**src/rtl/i2c_byte_master.sv**
```systemverilog
// i2c_byte_master: byte-level I2C master driving open-drain SCL/SDA.
//
// One command per cmd_valid/cmd_ready handshake (START, WRITE, READ, STOP).
// Each command produces one rsp_valid pulse. Bit timing comes from a divider
// that splits every SCL bit into four quarter phases of CLK_DIV clocks each.
//
// Ports:
//   clk, rst              system clock, synchronous active-high reset
//   cmd_valid/cmd_ready   command handshake
//   cmd_op                00=START 01=WRITE 10=READ 11=STOP
//   cmd_data              byte for WRITE
//   cmd_ack_en            READ: 1 = master ACKs the byte, 0 = master NACKs
//   rsp_valid             one-cycle completion pulse
//   rsp_data              received byte (READ), 0 otherwise; held between responses
//   rsp_nack              WRITE: slave ACK bit (1 = NACK), 0 otherwise; held
//   rsp_err               command illegal in the current bus state
//   bus_held              master owns the bus (between START and STOP)
//   scl_i/sda_i           sampled bus lines
//   scl_o/sda_o           0 = pull line low, 1 = release
//
// Optional build macro:
//   I2C_CLK_STRETCH_EN    honour slave clock stretching: the divider freezes at the
//                         start of any phase where SCL is released until scl_i is high.
module i2c_byte_master #(
  parameter int unsigned CLK_DIV    = 4,
  parameter int unsigned DATA_WIDTH = 8
) (
  input  logic                  clk,
  input  logic                  rst,
  input  logic                  cmd_valid,
  output logic                  cmd_ready,
  input  logic [1:0]            cmd_op,
  input  logic [DATA_WIDTH-1:0] cmd_data,
  input  logic                  cmd_ack_en,
  output logic                  rsp_valid,
  output logic [DATA_WIDTH-1:0] rsp_data,
  output logic                  rsp_nack,
  output logic                  rsp_err,
  output logic                  bus_held,
  input  logic                  scl_i,
  output logic                  scl_o,
  input  logic                  sda_i,
  output logic                  sda_o
);

  localparam int unsigned DivW = (CLK_DIV > 1) ? $clog2(CLK_DIV) : 1;
  localparam int unsigned BitW = $clog2(DATA_WIDTH);
  localparam logic [DivW-1:0] DivMax = DivW'(CLK_DIV - 1);
  localparam logic [BitW-1:0] BitMax = BitW'(DATA_WIDTH - 1);

  typedef enum logic [1:0] {OpStart = 2'b00, OpWrite = 2'b01, OpRead = 2'b10, OpStop = 2'b11} op_e;

  typedef enum logic [2:0] {
    StIdle, StHeld, StStartQ, StWbit, StRbit, StAckQ, StStopQ, StResp
  } state_e;

  state_e                state_q, state_d;
  op_e                   op_q, op_d;
  logic [DivW-1:0]       div_q, div_d;
  logic [1:0]            phase_q, phase_d;
  logic [BitW-1:0]       bit_q, bit_d;
  logic [DATA_WIDTH-1:0] tx_q, tx_d, rx_q, rx_d;
  logic                  ack_en_q, ack_en_d;
  logic                  rep_q, rep_d;
  logic                  err_q, err_d;
  logic                  nack_q, nack_d;
  logic                  held_q, held_d;

  logic                  rsp_valid_q, rsp_err_q, rsp_nack_q;
  logic [DATA_WIDTH-1:0] rsp_data_q;

  logic busy, freeze, tick, sample, phase_end, accept, line_bit;

  assign busy      = (state_q == StStartQ) || (state_q == StWbit) || (state_q == StRbit) ||
                     (state_q == StAckQ) || (state_q == StStopQ);
  assign cmd_ready = (state_q == StIdle) || (state_q == StHeld);
  assign accept    = cmd_valid && cmd_ready;
  assign tick      = busy && !freeze && (div_q == DivMax);
  // SDA is sampled on the last clock of Q2, while SCL has been high for a full phase.
  assign sample    = tick && (phase_q == 2'd2);
  assign phase_end = tick && (phase_q == 2'd3);

`ifdef I2C_CLK_STRETCH_EN
  // Q1 is where SCL goes 0->1, except a START from idle where SCL was already released.
  logic scl_rise_phase;
  assign scl_rise_phase = busy && (phase_q == 2'd1) && !((state_q == StStartQ) && !rep_q);
  assign freeze         = scl_rise_phase && (div_q == '0) && !scl_i;
`else
  logic unused_scl;
  assign unused_scl = scl_i;
  assign freeze     = 1'b0;
`endif

  // Value driven on SDA during a data or acknowledge bit.
  always_comb begin
    line_bit = 1'b1;
    unique case (state_q)
      StWbit:  line_bit = tx_q[DATA_WIDTH-1];
      StAckQ:  line_bit = (op_q == OpRead) ? ~ack_en_q : 1'b1;
      default: line_bit = 1'b1;
    endcase
  end

  always_comb begin
    scl_o = 1'b1;
    sda_o = 1'b1;
    unique case (state_q)
      StHeld: begin
        scl_o = 1'b0;
        sda_o = 1'b0;
      end
      StResp: begin
        // Lines already settle to where the next state (HELD or IDLE) leaves them.
        scl_o = ~held_q;
        sda_o = ~held_q;
      end
      StStartQ: begin
        unique case (phase_q)
          2'd0:    scl_o = ~rep_q;
          2'd1:    scl_o = 1'b1;
          2'd2:    sda_o = 1'b0;
          default: begin
            scl_o = 1'b0;
            sda_o = 1'b0;
          end
        endcase
      end
      StStopQ: begin
        unique case (phase_q)
          2'd0: begin
            scl_o = 1'b0;
            sda_o = 1'b0;
          end
          2'd1:    sda_o = 1'b0;
          default: sda_o = 1'b1;
        endcase
      end
      StWbit, StRbit, StAckQ: begin
        scl_o = (phase_q == 2'd1) || (phase_q == 2'd2);
        sda_o = line_bit;
      end
      default: begin
        scl_o = 1'b1;
        sda_o = 1'b1;
      end
    endcase
  end

  always_comb begin
    state_d  = state_q;
    op_d     = op_q;
    div_d    = div_q;
    phase_d  = phase_q;
    bit_d    = bit_q;
    tx_d     = tx_q;
    rx_d     = rx_q;
    ack_en_d = ack_en_q;
    rep_d    = rep_q;
    err_d    = err_q;
    nack_d   = nack_q;
    held_d   = held_q;

    if (busy && !freeze) begin
      if (tick) begin
        div_d   = '0;
        phase_d = phase_q + 2'd1;
      end else begin
        div_d = div_q + 1'b1;
      end
    end

    if (sample) begin
      if (state_q == StRbit) rx_d = {rx_q[DATA_WIDTH-2:0], sda_i};
      if (state_q == StAckQ) nack_d = sda_i;
    end

    unique case (state_q)
      StIdle, StHeld: begin
        if (accept) begin
          op_d     = op_e'(cmd_op);
          tx_d     = cmd_data;
          ack_en_d = cmd_ack_en;
          div_d    = '0;
          phase_d  = '0;
          bit_d    = '0;
          rep_d    = (state_q == StHeld);
          err_d    = 1'b0;
          nack_d   = 1'b0;
          if ((state_q == StIdle) && (op_e'(cmd_op) != OpStart)) begin
            // No bus activity; answer with an error next cycle.
            err_d   = 1'b1;
            state_d = StResp;
          end else begin
            unique case (op_e'(cmd_op))
              OpStart: state_d = StStartQ;
              OpWrite: state_d = StWbit;
              OpRead:  state_d = StRbit;
              default: state_d = StStopQ;
            endcase
          end
        end
      end
      StStartQ: begin
        if (phase_end) begin
          state_d = StResp;
          held_d  = 1'b1;
        end
      end
      StWbit: begin
        if (phase_end) begin
          tx_d = tx_q << 1;
          if (bit_q == BitMax) state_d = StAckQ;
          else                 bit_d   = bit_q + 1'b1;
        end
      end
      StRbit: begin
        if (phase_end) begin
          if (bit_q == BitMax) state_d = StAckQ;
          else                 bit_d   = bit_q + 1'b1;
        end
      end
      StAckQ: begin
        if (phase_end) state_d = StResp;
      end
      StStopQ: begin
        if (phase_end) begin
          state_d = StResp;
          held_d  = 1'b0;
        end
      end
      StResp:  state_d = held_q ? StHeld : StIdle;
      default: state_d = StIdle;
    endcase
  end

  always_ff @(posedge clk) begin
    if (rst) begin
      state_q     <= StIdle;
      op_q        <= OpStart;
      div_q       <= '0;
      phase_q     <= '0;
      bit_q       <= '0;
      tx_q        <= '0;
      rx_q        <= '0;
      ack_en_q    <= 1'b0;
      rep_q       <= 1'b0;
      err_q       <= 1'b0;
      nack_q      <= 1'b0;
      held_q      <= 1'b0;
      rsp_valid_q <= 1'b0;
      rsp_err_q   <= 1'b0;
      rsp_nack_q  <= 1'b0;
      rsp_data_q  <= '0;
    end else begin
      state_q     <= state_d;
      op_q        <= op_d;
      div_q       <= div_d;
      phase_q     <= phase_d;
      bit_q       <= bit_d;
      tx_q        <= tx_d;
      rx_q        <= rx_d;
      ack_en_q    <= ack_en_d;
      rep_q       <= rep_d;
      err_q       <= err_d;
      nack_q      <= nack_d;
      held_q      <= held_d;
      // Response is registered out of RESP so it coincides with cmd_ready returning.
      rsp_valid_q <= (state_q == StResp);
      rsp_err_q   <= (state_q == StResp) && err_q;
      if (state_q == StResp) begin
        rsp_data_q <= ((op_q == OpRead) && !err_q) ? rx_q : '0;
        rsp_nack_q <= (op_q == OpWrite) && !err_q && nack_q;
      end
    end
  end

  assign rsp_valid = rsp_valid_q;
  assign rsp_err   = rsp_err_q;
  assign rsp_nack  = rsp_nack_q;
  assign rsp_data  = rsp_data_q;
  assign bus_held  = held_q;

endmodule

```
**config.mk**
```make
export PLATFORM = sky130hd
export DESIGN_NAME = i2c_byte_master
export DESIGN_NICKNAME = d
export VERILOG_FILES = /design/src/rtl/i2c_byte_master.sv
export SDC_FILE = /design/constraint.sdc
export NUM_CORES = 1
export LEC_CHECK = 0
export BUFFER_PORTS_ARGS = -buffer_cell sky130_fd_sc_hd__buf_2
export CORE_MARGIN = 2
export CORE_UTILIZATION = 30
export CTS_BUF_LIST = sky130_fd_sc_hd__clkbuf_16
export DETAILED_ROUTE_END_ITERATION = 7
export GPL_TIMING_DRIVEN = 0
export PLACE_DENSITY = 0.49
export RECOVER_POWER = 25
export SETUP_SLACK_MARGIN = 0.02
export SLEW_MARGIN = 20
export SYNTH_ARGS = -nofsm -noshare
export SYNTH_HDL_FRONTEND = slang
export SYNTH_SLANG_ARGS = --single-unit
```
**constraint.sdc**
```tcl
create_clock -name clk -period 2.5 [get_ports clk]
set_clock_uncertainty 0.2 [all_clocks]
set_input_delay 0.125 -clock clk [delete_from_list [all_inputs] [get_ports clk]]
set_output_delay 0.125 -clock clk [all_outputs]
set_load 0.03 [all_outputs]
```
# After elaboration in Yosys (flattened, before gate mapping)

Cells that the tools add are included.

Register bits: 44
Input bits: 16
Output and inout port bits: 15
Word-level logic and storage cells: 121

$add $sub $neg: 3
Equality and inequality tests: 24
Mux-type cells: 40
Bitwise logic cells: 3
Reductions and logical operators: 35

Operator list:

| operator                                      | number |
|---|---|
| 2-to-1 mux 3 bit                              | 8 |
| 2-to-1 mux 8 bit                              | 3 |
| 2-to-1 mux 2 bit                              | 8 |
| one-hot mux 8 bit (2 select lines)            | 1 |
| == test 3 bit, second input constant          | 5 |
| 2-to-1 mux 1 bit                              | 12 |
| one-hot mux 3 bit (4 select lines)            | 1 |
| == test 2 bit, second input constant          | 5 |
| != test 2 bit, second input constant          | 5 |
| one-hot mux 1 bit (5 select lines)            | 2 |
| logical AND 1 bit                             | 9 |
| one-hot mux 3 bit (3 select lines)            | 1 |
| AND reduction 4 bit                           | 2 |
| nonzero test 2 bit                            | 4 |
| OR reduction 2 bit                            | 4 |
| == test 2 x 1 -> 1 bit, second input constant | 3 |
| == test 3 x 2 -> 1 bit, second input constant | 2 |
| logical OR 1 bit                              | 6 |
| != test 2 x 1 -> 1 bit, second input constant | 3 |
| one-hot mux 1 bit (2 select lines)            | 3 |
| one-hot mux 3 bit (2 select lines)            | 1 |
| AND reduction 3 bit                           | 2 |
| OR reduction 3 bit                            | 2 |
| adder 2 x 1 -> 2 bit, second input constant   | 2 |
| 7 further kinds                               | 11 |

# Logic depth before layout (Yosys ltp)

Gate-level depths: netlist of run 1.

Word-level depth: 10
Mapped depth: 7
Depth with buffers taken out: 6

# Least setup slack after synthesis of run 1

OpenSTA, ideal clock, no wires.

Path type: register to output
Start point: register phase_q[0]
End point: output port scl_o
Arrival: 1.656 ns
Required time: 2.175 ns
Path slack: 0.519 ns
Stages on the path, launching flop included: 7
Buffers on the path: 0
Cells stage by stage: dfxtp_1 -> inv_1 -> ha_1 -> nand2_1 -> o21ai_0 -> a31oi_1 -> o21ai_0

Longest elaborated chain between the ends: 4
Elaborated cells between the ends (all ways): 8
Classes of those cells: eq/ne: 2; mux: 3; reduce/logical: 3

RTL lines:

| element                                                 | RTL line | RTL |
|---|---|---|
| start: declaration                                      | 60       | `logic [1:0] phase_q, phase_d;` |
| start signal: assignment                                | 258      | `phase_q <= phase_d;` |
| == test 2 bit or == test 2 x 1 -> 1 bit (tied branches) | 118, 139 |  |
| OR reduction 2 bit (no line)                            | n/a      |  |
| one-hot mux 1 bit (2 select lines)                      | 118      | `unique case (phase_q)` |
| one-hot mux 1 bit (5 select lines) (*)                  | 107      | `unique case (state_q)` |
| end: declaration                                        | 41       | `output logic scl_o,` |

Mark *: on every way between the ends. The rest lies on a longest branch, timed or not.

# Final worst setup path of run 1

Ends and elaborated chain as after synthesis.

==> flow_summary.toml, run 1 <==
[outcome]
status = "completed"

[critical_path]
crit_path_frequent_cell = "o21ai_0"
cp-end-kind = "primary output"
slowest_delay_ps = 400
critical_path_class = "flop to primary output"
startpoint_type = "flop"
path_cells = "inv_1, ha_1, nand2_1, o21ai_0, a31oi_1, o21ai_0, buf_2"
required_ps = 2170
crit_arrival_ps = 1950
crit_fanout = 4
cp_slowest_cell = "dfxtp_1"

[global_routing]
antenna_found_initial = 0
grt.total_usage = 0.144
grt_overflow = 0
grt_pass1_vias = 1729
grt_pass1_wl_mm = 8.60
grt_max_degree = 16

[run]
cap_violations = 0

[power_and_ir_drop]
p_sw_uw = 705
powerDensity_nw_per_um2 = 816
power_frac_comb = 0.270
p_seq_frac = 0.375
ir_drop_mv = 0.329
leakagePower_nw = 1.04
clkPwrFrac = 0.355
swShare = 0.325
p_int_mw = 1.46

[floorplanning]
coreArea_um2 = 6870
rows = 30
dieArea_um2 = 7880
num_io_pins = 31
die_x_um = 88.8
start_util = 0.314
die_h_um = 88.8

[sta]
post-route-period-util = 0.908
fin_crit_ps = 2270
rsz0062_at_grt = "false"
hold_viol = 0
max_freq_mhz = 440
slew_violations = 0
tightest_slew_ps = 911
tns_ps = 0
relSlewSlack = 0.391
whs_ps = 2.90
setup_viol = 0

[placement]
portBuffers = 29
placed_area_um2 = 2420
dp_hpwl_mm = 3.64
place.gp.congestion = 0.750

[synth]
synth_nets = 255
yosys.area.top_type = "dfxtp_1"
synth_top_flop_cell = "dfxtp_1"
synth_area_um2 = 2160
synth-edff-count = 0
synth.cells.most_frequent = "dfxtp_1, nor2_1, mux2i_1"
ys_warn_count = 0
synthCells = 231
synthDistinctLibCells = 51
synth_area_per_cell_um2 = 9.34
ys_top_cells_by_area = "dfxtp_1, mux2i_1, nor2_1"
synth_most_common_cell = "dfxtp_1"
async_flop_share = 0
ys_seq_area_frac = 0.408
synth_top_cell_area_share = 0.408
synth_seq_cells = 44

[cells_and_area]
syn_to_final_growth_pct = 23.2
diodes = 0
final_util = 0.387
fin_area_um2 = 2660
layout-drive-gt1-share = 0.174
finalNetCount = 299

[route]
dr_total_vias = 1777
wl_mm = 5.10
vias_per_cell = 4.78
wl_per_cell_um = 13.7
drc = 0
drt_first_pass_iters = 4
drt_first_iter_violations = 71
ant_nets = 0

[clocking]
cts_inserted_buffers = 5
ctsResizeCount = 0
htreeDepth = 2
clock_latency_ps = 290
clk_pin_slew_ps = 70
clk_path_buf_depth = 2
root_buffer = "clkbuf_16"
numClockSinks = 44
postCtsSetupBuffers = 0
cts_tree = "built"

[worst_hold_path]
hold_path_class = "input port to flop"
==> metrics by stage <==
step	cells	setup slack, ps	total power, mW
floorplan	231	519	1.26
global placement	356	417	1.41
detailed placement	356	405	1.41
CTS	372	241	2.20
global route	372	35.0	2.29
finish	372	229	2.17
==> power groups by stage <==
stage                     clock [mW]  combinational (mW)  sequential (mW)
final                          0.770               0.585            0.814
after global routing           0.823               0.645            0.822
after CTS                      0.789               0.594            0.815
after detailed placement           0               0.582            0.831
after global placement             0               0.575            0.830
after floorplan                    0               0.446            0.815
==> layout by cell type, fill, tap and decap left out, types with 2 or more instances in the layout <==
cell type,netlist,routed
a31oi_1,2,2
o32ai_1,2,2
buf_2,4,20
or3_1,3,3
nand2_1,17,17
o2111ai_1,2,2
inv_1,9,9
nor3b_1,2,2
nor2_1,36,36
a211oi_2,4,4
a211oi_1,4,4
a22oi_1,9,9
o21ai_0,7,7
a21oi_1,12,12
clkbuf_16,0,5
nand3_1,2,2
nor3_1,3,3
nand2b_1,3,3
clkbuf_1,5,18
dfxtp_1,44,44
mux2i_1,19,19
o31ai_1,2,2
dlygate4sd3_1,0,8
buf_6,3,3
ha_1,8,8
==> flip-flops by register name (all words and copies together), names as in the netlist, 2 cells and up <==
name      cells
rsp_data      8
rx_q          8
tx_q          8
bit_q         3
state_q       3
div_q         2
op_q          2
phase_q       2
==> cell type report <==
type	instances	area [um2]
plain buffers	13	80.1
clock buffers	5	125
clock inverters	3	46.3
well taps	96	120
multi-input cells	164	1160
inverters	10	37.5
repair buffers	37	209
flip-flops and latches	44	881
fillers	708	4210
==> worst max-delay path, delay by kind of cell (launching register included) <==
kind / cells / cell delay, ps
flops: 1 / 400
compound gates: 3 / 450
fa+ha+maj: 1 / 360
simple gates: 1 / 70
buf+inv: 2 / 380
==> worst paths after layout <==
path | startpoint | to | slack (ps) | depth (start not counted)
hold reg to reg | tx_q[0]$_SDFFE_PP0P_ | tx_q[0]$_SDFFE_PP0P_ | 270 | 2
hold / removal | cmd_data[4] | tx_q[4]$_SDFFE_PP0P_ | 3 | 3
setup reg to reg | state_q[1]$_SDFFE_PP0P_ | bit_q[0]$_SDFFE_PP0P_ | 440 | 5
setup / recovery | phase_q[0]$_SDFF_PP0_ | scl_o | 230 | 7
==> per-layer routing <==
metal | vias to the layer above | track usage | share of wire | wire length, um
met2 | 26 | 0.218 | 0.46 | 2350
li1 | 913 | - | - | -
met5 | - | 0 | 0 | 0
met4 | 0 | 0.0606 | 0.022 | 112
met1 | 828 | 0.196 | 0.49 | 2490
met3 | 10 | 0.0326 | 0.030 | 151
==> logic make-up (layout without fill, tap and decap cells) <==
family / Yosys count / in the layout / synth area share
buffers and inverters: 23 / 68 / 0.0545
xor gates and xnor gates: 1 / 1 / 0.00406
adders and majority gates: 8 / 8 / 0.0464
muxes: 19 / 19 / 0.0882
and+or+nand+nor: 84 / 84 / 0.221
AOI/OAI and AO/OA: 52 / 52 / 0.178
DFF: 44 / 44 / 0.408
==> what timing repair did <==
action,4_1_cts,5_1_grt
hold buffers,8,0
hold endpoints to repair,10,0
endpoints found under the setup margin,0,0
(Power assumes the default switching activity.)
==> run 2, diff against run 1 <==
Clock period 2.5 ns to 2.3 ns, I/O delays scaled along.
==> run 2 against run 1 <==
Effect of this change: worst hold slack better by 7.9 ps; sequential power up 8.7%; sequential cell count unchanged; critical path depth down 1; largest cell class unchanged; largest power group unchanged.
==> flow_summary.toml, run 2 (same netlist as run 1, synthesis figures left out) <==
[global_routing]
grt_pass1_wl_mm = 8.61
grt_overflow = 0
antenna_found_initial = 0
grt_max_degree = 16
grt_pass1_vias = 1738
grt.total_usage = 0.144

[route]
drc = 0
vias_per_cell = 4.77
drt_first_pass_iters = 4
drt_first_iter_violations = 71
ant_nets = 0
wl_per_cell_um = 13.8
wl_mm = 5.15
dr_total_vias = 1781

[floorplanning]
dieArea_um2 = 7880
die_x_um = 88.8
start_util = 0.314
die_h_um = 88.8
rows = 30
num_io_pins = 31
coreArea_um2 = 6870

[clocking]
cts_inserted_buffers = 5
clk_path_buf_depth = 2
clock_latency_ps = 290
numClockSinks = 44
htreeDepth = 2
postCtsSetupBuffers = 0
cts_tree = "built"
clk_pin_slew_ps = 60
root_buffer = "clkbuf_16"

[critical_path]
path_cells = "inv_1, ha_1, o311ai_0, o21ai_0, a21oi_1, clkbuf_4"
cp-end-kind = "primary output"
required_ps = 1990
critical_path_class = "flop to primary output"
crit_arrival_ps = 1830
ff2ff_path_depth = 5
cp_slowest_cell = "dfxtp_1"
crit_fanout = 5
slowest_delay_ps = 410
startpoint_type = "flop"

[cells_and_area]
final_cell_mix = "dfxtp_1, nor2_1, mux2i_1, buf_2, clkbuf_1"
ff_latch_area_um2 = 882
fin_area_um2 = 2680
multi_input_comb_area_um2 = 1160
finalNetCount = 300
diodes = 0
syn_to_final_growth_pct = 24.1
fillCellCount = 708
final_cell_count_no_fill = 373
mostFrequentLayoutCell = "dfxtp_1"
layout-drive-gt1-share = 0.181

[sta]
rsz0062_at_grt = "false"
relSlewSlack = 0.373
hold_viol = 0
tns_ps = 0
setup_viol = 0
tightest_slew_ps = 939
max_freq_mhz = 467
slew_violations = 0
fin_crit_ps = 2140
post-route-period-util = 0.931

[placement]
dp_hpwl_mm = 3.64
placed_area_um2 = 2420
portBuffers = 29
dp_cells = 356
place.gp.congestion = 0.750

[power_and_ir_drop]
leakagePower_nw = 1.04
powerDensity_nw_per_um2 = 889
ir_drop_mv = 0.358

[worst_hold_path]
min_path_cells = 3
hold_path_class = "input port to flop"

[run]
cap_violations = 0

[outcome]
status = "completed"
[run 2: cell types whose count changed in the layout (fill, tap and decap cells not counted), sizes merged]
cell / previous run / this run
clkbuf: 23 / 24
dlygate4sd3: 8 / 9
buf: 24 / 23
[run 2: through the flow]
| step | hold slack (ps) | total power, mW | worst slack [ps] | utilization |
|---|---|---|---|---|
| 2_1_floorplan | 51.0 | 1.37 | 329 | - |
| 3_3_place_gp | 165 | 1.53 | 217 | 0.353 |
| 3_5_place_dp | 166 | 1.54 | 205 | 0.353 |
| 4_1_cts | 12.3 | 2.39 | 51.0 | 0.391 |
| 5_1_grt | 34.7 | 2.51 | 28.6 | 0.390 |
| 6_report | 10.8 | 2.38 | 160 | 0.390 |
[run 2: worst max-delay path, delay by kind of cell (launching register included)]
family / cells / cell delay, ps
buffers and inverters: 2 / 300
DFF: 1 / 410
adders and majority gates: 1 / 210
AOI/OAI and AO/OA: 3 / 620
[run 2: report_power, final]
part	internal, mW	switching [mW]
Clock	0.517	0.322
Combinational	0.262	0.396
Sequential	0.826	0.0594
Total	1.60	0.777
[run 2: final timing paths]
| path | to | slack (ps) | start |
|---|---|---|---|
| max | sda_o | 160 | phase_q[1]$_SDFF_PP0_ |
| min | tx_q[7]$_SDFFE_PP0P_ | 10 | cmd_data[7] |
| max reg2reg | bit_q[0]$_SDFFE_PP0P_ | 220 | state_q[1]$_SDFFE_PP0P_ |
| min reg2reg | ack_en_q$_SDFFE_PP0P_ | 280 | ack_en_q$_SDFFE_PP0P_ |
[run 2: area by class of cell]
class                      instances  share of cell area
multi-input combinational        164               0.434
buffer                            13              0.0299
inverter                          10              0.0140
tap                               96              0.0449
clock buffer                       5              0.0467
clock inverter                     3              0.0173
timing repair buffer              38              0.0836
sequential                        44               0.329
[run 2: metal layers]
| layer | vias up | GRT usage | part of all wire |
|---|---|---|---|
| met5 | - | 0 | 0 |
| met4 | 0 | 0.0606 | 0.018 |
| met3 | 11 | 0.0326 | 0.030 |
| met2 | 26 | 0.218 | 0.46 |
| met1 | 829 | 0.196 | 0.49 |
| li1 | 915 | - | - |
[run 2: repair_timing]
action / 4_1_cts / 5_1_grt
hold buffers: 9 / 0
setup endpoints to repair: 0 / 2
resized for setup: 0 / 6
hold endpoints to repair: 11 / 0
==> run 3, diff against run 2 <==
Settings changed: CORE_ASPECT_RATIO from default to 0.75.
==> run 3 against run 2 <==
Effect of this change: non-clock buffer count is the same; via count shrank 1.9%; fmax shrank 1.3%.
==> flow_summary.toml, run 3 (same netlist as run 1, synthesis figures left out) <==
[outcome]
status = "completed"

[route]
drt_first_iter_violations = 69
drt_first_pass_iters = 4
dr_total_vias = 1747
vias_per_cell = 4.66
ant_nets = 0
wl_per_cell_um = 13.4
drc = 0
wl_mm = 5.01

[floorplanning]
num_io_pins = 31
start_util = 0.313
rows = 26
die_x_um = 102
die_h_um = 77.4
dieArea_um2 = 7890
coreArea_um2 = 6900

[cells_and_area]
syn_to_final_growth_pct = 22.6
mostFrequentLayoutCell = "dfxtp_1"
final_util = 0.383
diodes = 0
finalNetCount = 300
final_cell_count_no_fill = 375
final_cell_mix = "dfxtp_1, nor2_1, mux2i_1, clkbuf_1, buf_2"
layout-drive-gt1-share = 0.170

[worst_hold_path]
min_path_cells = 3
hold_path_class = "input port to flop"
holdCritStartpoint = "cmd_data[4]"
whs_endpoint = "tx_q[4]$_SDFFE_PP0P_"

[clocking]
clk_pin_slew_ps = 60
clock_latency_ps = 280
cts_inserted_buffers = 5
cts_tree = "built"
htreeDepth = 2
numClockSinks = 44
root_buffer = "clkbuf_16"
clk_path_buf_depth = 2

[critical_path]
crit_fanout = 5
r2r-start = "phase_q[1]$_SDFF_PP0_"
startpoint_type = "flop"
required_ps = 1990
critical_path_class = "flop to primary output"
r2r_slack_ps = 380
cp_slowest_cell = "dfxtp_1"
cp_num_buf_inv = 2
ff2ff_path_depth = 5
worst_path_dominant_cell_family = "compound AO/OA/AOI/OAI gates"
path_cells = "inv_1, ha_1, o311ai_0, o21ai_0, a21oi_1, buf_2"
cp-end-kind = "primary output"
rr_endpoint = "state_q[0]$_SDFFE_PP0P_"
crit_arrival_ps = 1850
slowest_delay_ps = 420

[global_routing]
grt_max_degree = 14
grt.total_usage = 0.141
antenna_found_initial = 0
grt_pass1_vias = 1706
grt_pass1_wl_mm = 8.71
grt_overflow = 0

[sta]
tightest_slew_ps = 559
slew_violations = 0
tns_ps = 0
post-route-period-util = 0.943
rsz0062_at_grt = "true"
setup_viol = 0
max_freq_mhz = 461
fin_crit_ps = 2170
relSlewSlack = 0.626
hold_viol = 0

[power_and_ir_drop]
powerDensity_nw_per_um2 = 835
p_total_mw = 2.21
leakagePower_nw = 1.03
ir_drop_mv = 0.287

[placement]
place.gp.congestion = 0.734
portBuffers = 29
dp_hpwl_mm = 3.63
dp_cells = 358

[run]
cap_violations = 0
run 3: changes by cell type in the layout (fill, tap and decap cells not counted), sizes merged:
cell,change
clkinvlp,-1
bufinv,-1
inv,-1
clkinv,+3
run 3: worst register-to-register path, cell delays in order, from the launching register on:
cell      delay, ps
dfxtp_1         420
ha_1            330
nand3_1         180
a211oi_2        390
nor2_1           90
o31ai_1         220
run 3: repair_timing:
action                                  CTS  global route
endpoints found under the hold margin    11             0
gates resized for setup                   0             2
endpoints found under the setup margin    0             3
setup buffers                             0             0
hold buffers                              9             0
run 3: worst max-delay path by stage:
| stage | endpoint | depth (start not counted) | slack, ps | start |
|---|---|---|---|---|
| floorplan | scl_o | 6 | 330 | phase_q[0]$_SDFF_PP0_ |
| global placement | bit_q[0]$_SDFFE_PP0P_ | 5 | 140 | state_q[1]$_SDFFE_PP0P_ |
| detailed placement | bit_q[0]$_SDFFE_PP0P_ | 5 | 170 | state_q[1]$_SDFFE_PP0P_ |
| CTS | scl_o | 7 | 120 | phase_q[0]$_SDFF_PP0_ |
| global route | scl_o | 7 | 5 | phase_q[0]$_SDFF_PP0_ |
| finish | sda_o | 6 | 130 | phase_q[1]$_SDFF_PP0_ |
run 3: routing by layer:
metal	up-vias	global-route usage	part of all wire
li1	917	-	-
met1	798	0.215	0.56
met2	27	0.197	0.39
met3	5	0.0297	0.034
met4	0	0.0440	0.012
met5	-	0	0
run 3: stage by stage:
step           setup WS (ps)  instance area, um2  hold slack, ps
3_3_place_gp             144                2420             168
4_1_cts                  115                2650            7.34
5_1_grt                 4.92                2640            12.3
6_report                 132                2640            6.21
3_5_place_dp             166                2420             173
2_1_floorplan            329                2160            51.0
run 3: power by group:
| part | internal (mW) | switching [mW] | total, mW |
|---|---|---|---|
| registers | 0.826 | 0.0560 | 0.882 |
| clock network | 0.395 | 0.291 | 0.685 |
| logic | 0.255 | 0.386 | 0.641 |
| total | 1.48 | 0.732 | 2.21 |
run 3: final cells by class:
type                            count  area [um2]
Fill cell                         750        4250
Multi-Input combinational cell    164        1160
Sequential cell                    44         881
Timing Repair Buffer               38         220
Clock buffer                        5         125
Tap cell                           98         123
Buffer                             13        80.1
Inverter                           10        37.5
Clock inverter                      3        13.8
